### src/rtl/uart_tx_fifo.sv
// UART transmitter fed by a small byte FIFO: 8N1 frames, LSB first, idle-high line.
// A pop happens only from IDLE, so back-to-back frames are separated by one idle cycle.
//
// state | meaning
// IDLE  | line high, waiting for a byte in the FIFO
// START | start bit, line low
// DATA  | eight data bits, LSB first
// STOP  | stop bit, line high; tx_done on its last cycle
module uart_tx_fifo #(
    parameter int CLKS_PER_BIT = 4,
    parameter int FIFO_DEPTH   = 4
) (
    input  logic                          CLK,
    input  logic                          rst,
    input  logic                          wr_en,
    input  logic [7:0]                    din,
    output logic                          full,
    output logic                          busy,
    output logic [$clog2(FIFO_DEPTH):0]   count,
    output logic                          overflow,
    output logic                          tx_done,
    output logic                          tx
);

    localparam int AW = $clog2(FIFO_DEPTH);
    localparam logic [7:0] BIT_LAST = 8'(CLKS_PER_BIT - 1);
    localparam logic [AW:0] CNT_FULL = (AW + 1)'(FIFO_DEPTH);
    localparam logic [AW:0] CNT_ONE  = (AW + 1)'(1);
    localparam logic [AW-1:0] PTR_ONE = AW'(1);

    localparam logic [1:0] S_IDLE  = 2'd0;
    localparam logic [1:0] S_START = 2'd1;
    localparam logic [1:0] S_DATA  = 2'd2;
    localparam logic [1:0] S_STOP  = 2'd3;

    logic [7:0]    r_mem [FIFO_DEPTH];
    logic [AW-1:0] r_wr_ptr;
    logic [AW-1:0] r_rd_ptr;
    logic [AW:0]   r_count;
    logic [1:0]    r_state;
    logic [7:0]    r_shift;
    logic [7:0]    r_timer;
    logic [2:0]    r_bit_idx;
    logic          r_tx;
    logic          r_overflow;

    logic w_full;
    logic w_accept;
    logic w_pop;
    logic w_bit_end;

    assign w_full    = (r_count == CNT_FULL);
    assign w_accept  = wr_en && !w_full;
    assign w_pop     = (r_state == S_IDLE) && (r_count != '0);
    assign w_bit_end = (r_timer == BIT_LAST);

    assign full     = w_full;
    assign count    = r_count;
    assign busy     = (r_count != '0) || (r_state != S_IDLE);
    assign overflow = r_overflow;
    assign tx       = r_tx;
    assign tx_done  = (r_state == S_STOP) && w_bit_end;

    // Storage carries no reset; only the pointers and count define its contents.
    always_ff @(posedge CLK) begin
        if (!rst && w_accept) begin
            r_mem[r_wr_ptr] <= din;
        end
    end

    always_ff @(posedge CLK) begin
        if (rst) begin
            r_wr_ptr   <= '0;
            r_rd_ptr   <= '0;
            r_count    <= '0;
            r_overflow <= 1'b0;
        end else begin
            if (w_accept) begin
                r_wr_ptr <= r_wr_ptr + PTR_ONE;
            end
            if (w_pop) begin
                r_rd_ptr <= r_rd_ptr + PTR_ONE;
            end
            case ({w_accept, w_pop})
                2'b10:   r_count <= r_count + CNT_ONE;
                2'b01:   r_count <= r_count - CNT_ONE;
                default: r_count <= r_count;
            endcase
            if (wr_en && w_full) begin
                r_overflow <= 1'b1;
            end
        end
    end

    always_ff @(posedge CLK) begin
        if (rst) begin
            r_state   <= S_IDLE;
            r_shift   <= '0;
            r_timer   <= '0;
            r_bit_idx <= '0;
            r_tx      <= 1'b1;
        end else begin
            case (r_state)
                S_IDLE: begin
                    r_tx <= 1'b1;
                    if (w_pop) begin
                        r_shift <= r_mem[r_rd_ptr];
                        r_timer <= '0;
                        r_tx    <= 1'b0;
                        r_state <= S_START;
                    end
                end
                S_START: begin
                    if (w_bit_end) begin
                        r_timer   <= '0;
                        r_bit_idx <= '0;
                        r_tx      <= r_shift[0];
                        r_state   <= S_DATA;
                    end else begin
                        r_timer <= r_timer + 8'd1;
                    end
                end
                S_DATA: begin
                    if (w_bit_end) begin
                        r_timer <= '0;
                        if (r_bit_idx == 3'd7) begin
                            r_tx    <= 1'b1;
                            r_state <= S_STOP;
                        end else begin
                            // Line always shows r_shift[0]; shift to expose the next bit.
                            r_shift   <= {1'b0, r_shift[7:1]};
                            r_tx      <= r_shift[1];
                            r_bit_idx <= r_bit_idx + 3'd1;
                        end
                    end else begin
                        r_timer <= r_timer + 8'd1;
                    end
                end
                default: begin
                    r_tx <= 1'b1;
                    if (w_bit_end) begin
                        r_timer <= '0;
                        r_state <= S_IDLE;
                    end else begin
                        r_timer <= r_timer + 8'd1;
                    end
                end
            endcase
        end
    end

endmodule
### config.mk
export PLATFORM = sky130hd
export DESIGN_NAME = uart_tx_fifo
export DESIGN_NICKNAME = d
export VERILOG_FILES = /design/src/rtl/uart_tx_fifo.sv
export SDC_FILE = /design/constraint.sdc
export NUM_CORES = 1
export LEC_CHECK = 0
export ABC_AREA = 1
export CORE_ASPECT_RATIO = 1.5
export CORE_MARGIN = 2
export CORE_UTILIZATION = 38
export DETAILED_ROUTE_END_ITERATION = 16
export PLACE_DENSITY_LB_ADDON = 0.2
export SLEW_MARGIN = 20
export SYNTH_ARGS = -nofsm -noshare
export SYNTH_HDL_FRONTEND = slang
export SYNTH_SLANG_ARGS = --single-unit
### constraint.sdc
create_clock -name CLK -period 2.45 [get_ports CLK]
set_input_delay 0.49 -clock CLK [delete_from_list [all_inputs] [get_ports CLK]]
set_output_delay 0.49 -clock CLK [all_outputs]
set_load 0.005 [all_outputs]
==> reports/qor.json <==
{
  "synth.cells.most_frequent": "nand2_1 (75), nor2_1 (65), inv_1 (36), dfxtp_1 (32), edfxtp_1 (32)",
  "p_seq_share_pct": 34.0,
  "hold_class": "register to register",
  "worst_setup_path_start_kind": "register",
  "core_um2": 7610,
  "fp.dieH_um": 113,
  "netSwitchingFraction_pct": 35.8,
  "setup_violations": 0,
  "fin_nets": 407,
  "cp_data_required_time_ns": 1.96,
  "start_util_pct": 39.2,
  "area_delta_synth_final_pct": 20.7,
  "antenna_cells_inserted": 0,
  "synthFlopType": "edfxtp_1",
  "worst_setup_path_class": "register to output port",
  "post-cts-setup-buffer-count": 0,
  "drv_cap": 0,
  "global_route_wire_length_before_repair_um": 9920,
  "synth_top_cell_area_share_pct": 32.2,
  "ctsResizeCount": 0,
  "tightestPinTransition_ns": 0.343,
  "final.period_utilization_pct": 93.7,
  "syn-cell-area_um2": 2980,
  "cp.buffers_inverters": 1,
  "p_leak_uw": 0.00149,
  "synth_area_leaders": "edfxtp_1 (32%), dfxtp_1 (21%), nand2_1 (9.4%), nor2_1 (8.2%), ha_1 (5.5%)",
  "cpLargestDelayFamily": "buffers and inverters",
  "drt.antenna.violating_nets": 0,
  "clk_pin_slew_ns": 0.05,
  "outcome": "complete, no violations",
  "clock_sinks": 64,
  "clk_root_buffer_cell": "clkbuf_16",
  "finalHoldViolCount": 0,
  "synth-async-reset-ratio_pct": 0,
  "slowest_stage_cell_on_the_critical_path": "clkdlybuf4s50_1",
  "buffers_from_clock_root_to_sink_at_most": 2,
  "drt-wirelength-per-cell_um": 12.3,
  "worst_clock_skew_ns": 0.00457,
  "die-width_um": 76.4,
  "pwr-share-comb_pct": 35.7,
  "grt_pass1_vias": 2158,
  "totalWireLength_um": 6020,
  "intPower_uw": 2660,
  "timing.fmax_mhz": 436,
  "proportion_of_layout_cells_with_a_drive_suffix_above_1_pct": 10.6,
  "synth_seq_cells": 64,
  "grt_overflow": 0,
  "cp_max_fo": 7,
  "top_level_ports": 19,
  "cts_inserted_buffers": 9,
  "cp_data_arrival_time_ns": 1.80,
  "synth_seq_area_share_pct": 53.7,
  "viasPerCell": 4.65,
  "power-per-cell-area_nw_per_um2": 1150,
  "grt_util_all_layers_pct": 15.1,
  "drc_errors": 0,
  "syn_area_per_cell_um2": 8.43,
  "maximum_number_of_pins_on_one_net_before_global_route_repair": 20,
  "fin_tns_setup_ns": 0,
  "timing.final.crit_period_ns": 2.30,
  "synth_nets": 379,
  "post_cts_hold_buffer_count": 0,
  "htreeDepth": 3,
  "timing.critical_path.slowest_cell_delay_ns": 0.50,
  "via_count": 2273,
  "numPortBuffers": 18,
  "grt_setup_unrepaired": "no",
  "drtPass1Iterations": 4,
  "synth_most_common_cell": "nand2_1",
  "area_enclosed_by_the_die_boundary_um2": 8590,
  "critical_path.cell_chain": "ha_1 -> nand2_1 -> nor2_2 -> nand2_4 -> nor2_1 -> clkdlybuf4s50_1",
  "place.gp.congestion": 0.819,
  "ys_types": 26,
  "clock_power_share_pct": 30.3,
  "timing.critical_path.to_type": "output port",
  "timing.slew.headroom_pct": 77.1,
  "cts_tree": "done",
  "total_switching_power_uw": 1490,
  "synth_warnings": 0,
  "num-fill-cells": 772,
  "drt_iter0_markers": 84,
  "insertion_delay_of_the_later_clocked_pin_in_the_worst_skew_pair_ns": 0.33,
  "drv_slew": 0,
  "synthCells": 354,
  "grt_antenna_before_repair": 0,
  "holdWs_ns": 0.454,
  "synth_enable_flop_cells": 32,
  "num_rows": 39,
  "post-dp-hpwl_um": 4230,
  "post-synth-top-area-cell": "edfxtp_1",
  "vdd.ir_drop.worst_v": 0.000626
}
-- kinds of logic (layout without fill, tap and decap cells) --
group | count (synthesis) | count (layout) | share of synthesized area (%)
buffers and inverters | 54 | 87 | 7.42
AO/OA/AOI/OAI | 54 | 54 | 9.27
AND/OR/NAND/NOR | 166 | 166 | 22.9
XOR/XNOR | 2 | 2 | 0.587
adder cells (fa/ha/maj) | 14 | 14 | 6.12
flip-flops | 64 | 64 | 53.7
-- flip-flops by register name, summed over array words and instances, names as in the netlist, named ones only --
| signal | flops |
|---|---|
| tx | 1 |
| r_timer | 8 |
| r_rd_ptr | 2 |
| r_bit_idx | 3 |
| count | 3 |
| overflow | 1 |
| r_shift | 8 |
| r_wr_ptr | 2 |
| r_state | 2 |
| r_mem | 32 |
-- routing by layer --
| layer | wire, µm | vias to the layer above | global-route usage [%] |
|---|---|---|---|
| met1 | 2690 | 1045 | 16.6 |
| met4 | 123 | 0 | 9.09 |
| met3 | 189 | 9 | 3.30 |
| li1 | - | 1193 | - |
| met2 | 3020 | 26 | 26.4 |
| met5 | 0 | - | 0 |
-- power groups by stage --
stage	Combinational [µW]	Sequential [µW]	Clock, µW
6_report	1480	1410	1260
5_1_grt	1710	1430	1350
4_1_cts	1520	1410	1290
3_5_place_dp	1510	1440	0
3_3_place_gp	1480	1430	0
2_1_floorplan	1150	1390	0
-- stage by stage --
| stage | setup slack (ns) | cell area [µm²] | cells | util, % | power, µW |
|---|---|---|---|---|---|
| 6_report | 0.155 | 3600 | 489 | 47.3 | 4150 |
| 5_1_grt | 0.0371 | 3600 | 489 | 47.3 | 4490 |
| 4_1_cts | 0.128 | 3600 | 489 | 47.3 | 4220 |
| 3_5_place_dp | 0.262 | 3300 | 473 | 43.4 | 2940 |
| 3_3_place_gp | 0.304 | 3300 | 473 | 43.4 | 2910 |
| 2_1_floorplan | 0.548 | 2980 | 354 | - | 2540 |
-- worst min-delay path, cell delays in order (launching register included) --
cell	delay [ns]
dfxtp_1	0.30
inv_1	0.04
a21oi_1	0.05
-- cell type report --
class	count	area [µm²]	share of cell area (%)
tap	102	128	3.54
timing repair buffer	27	248	6.88
sequential	64	1600	44.5
multi-input combinational	236	1160	32.2
inverter	44	165	4.58
clock inverter	5	56.3	1.56
clock buffer	11	243	6.74
-- final timing paths --
path / start / end / slack, ns / cells past startpoint
worst max-delay path: r_timer[0] / tx_done / 0.16 / 6
worst min-delay path: overflow / overflow / 0.45 / 2
worst max register to register: r_state[0] / count[2] / 0.32 / 12
worst min register to register: overflow / overflow / 0.45 / 2
-- cell usage in the layout (no fill, tap or decap), types with 3 or more instances in the layout --
| cell type | n |
|---|---|
| nand2_1 | 75 |
| nor2_1 | 65 |
| inv_1 | 36 |
| dfxtp_1 | 32 |
| edfxtp_1 | 32 |
| o21ai_0 | 28 |
| a21oi_1 | 23 |
| clkdlybuf4s50_1 | 18 |
| ha_1 | 13 |
| nand3_1 | 12 |
| clkbuf_16 | 9 |
| buf_4 | 9 |
| inv_2 | 6 |
| nand2_2 | 4 |
| nor2_2 | 3 |
(Power assumes the default switching activity.)
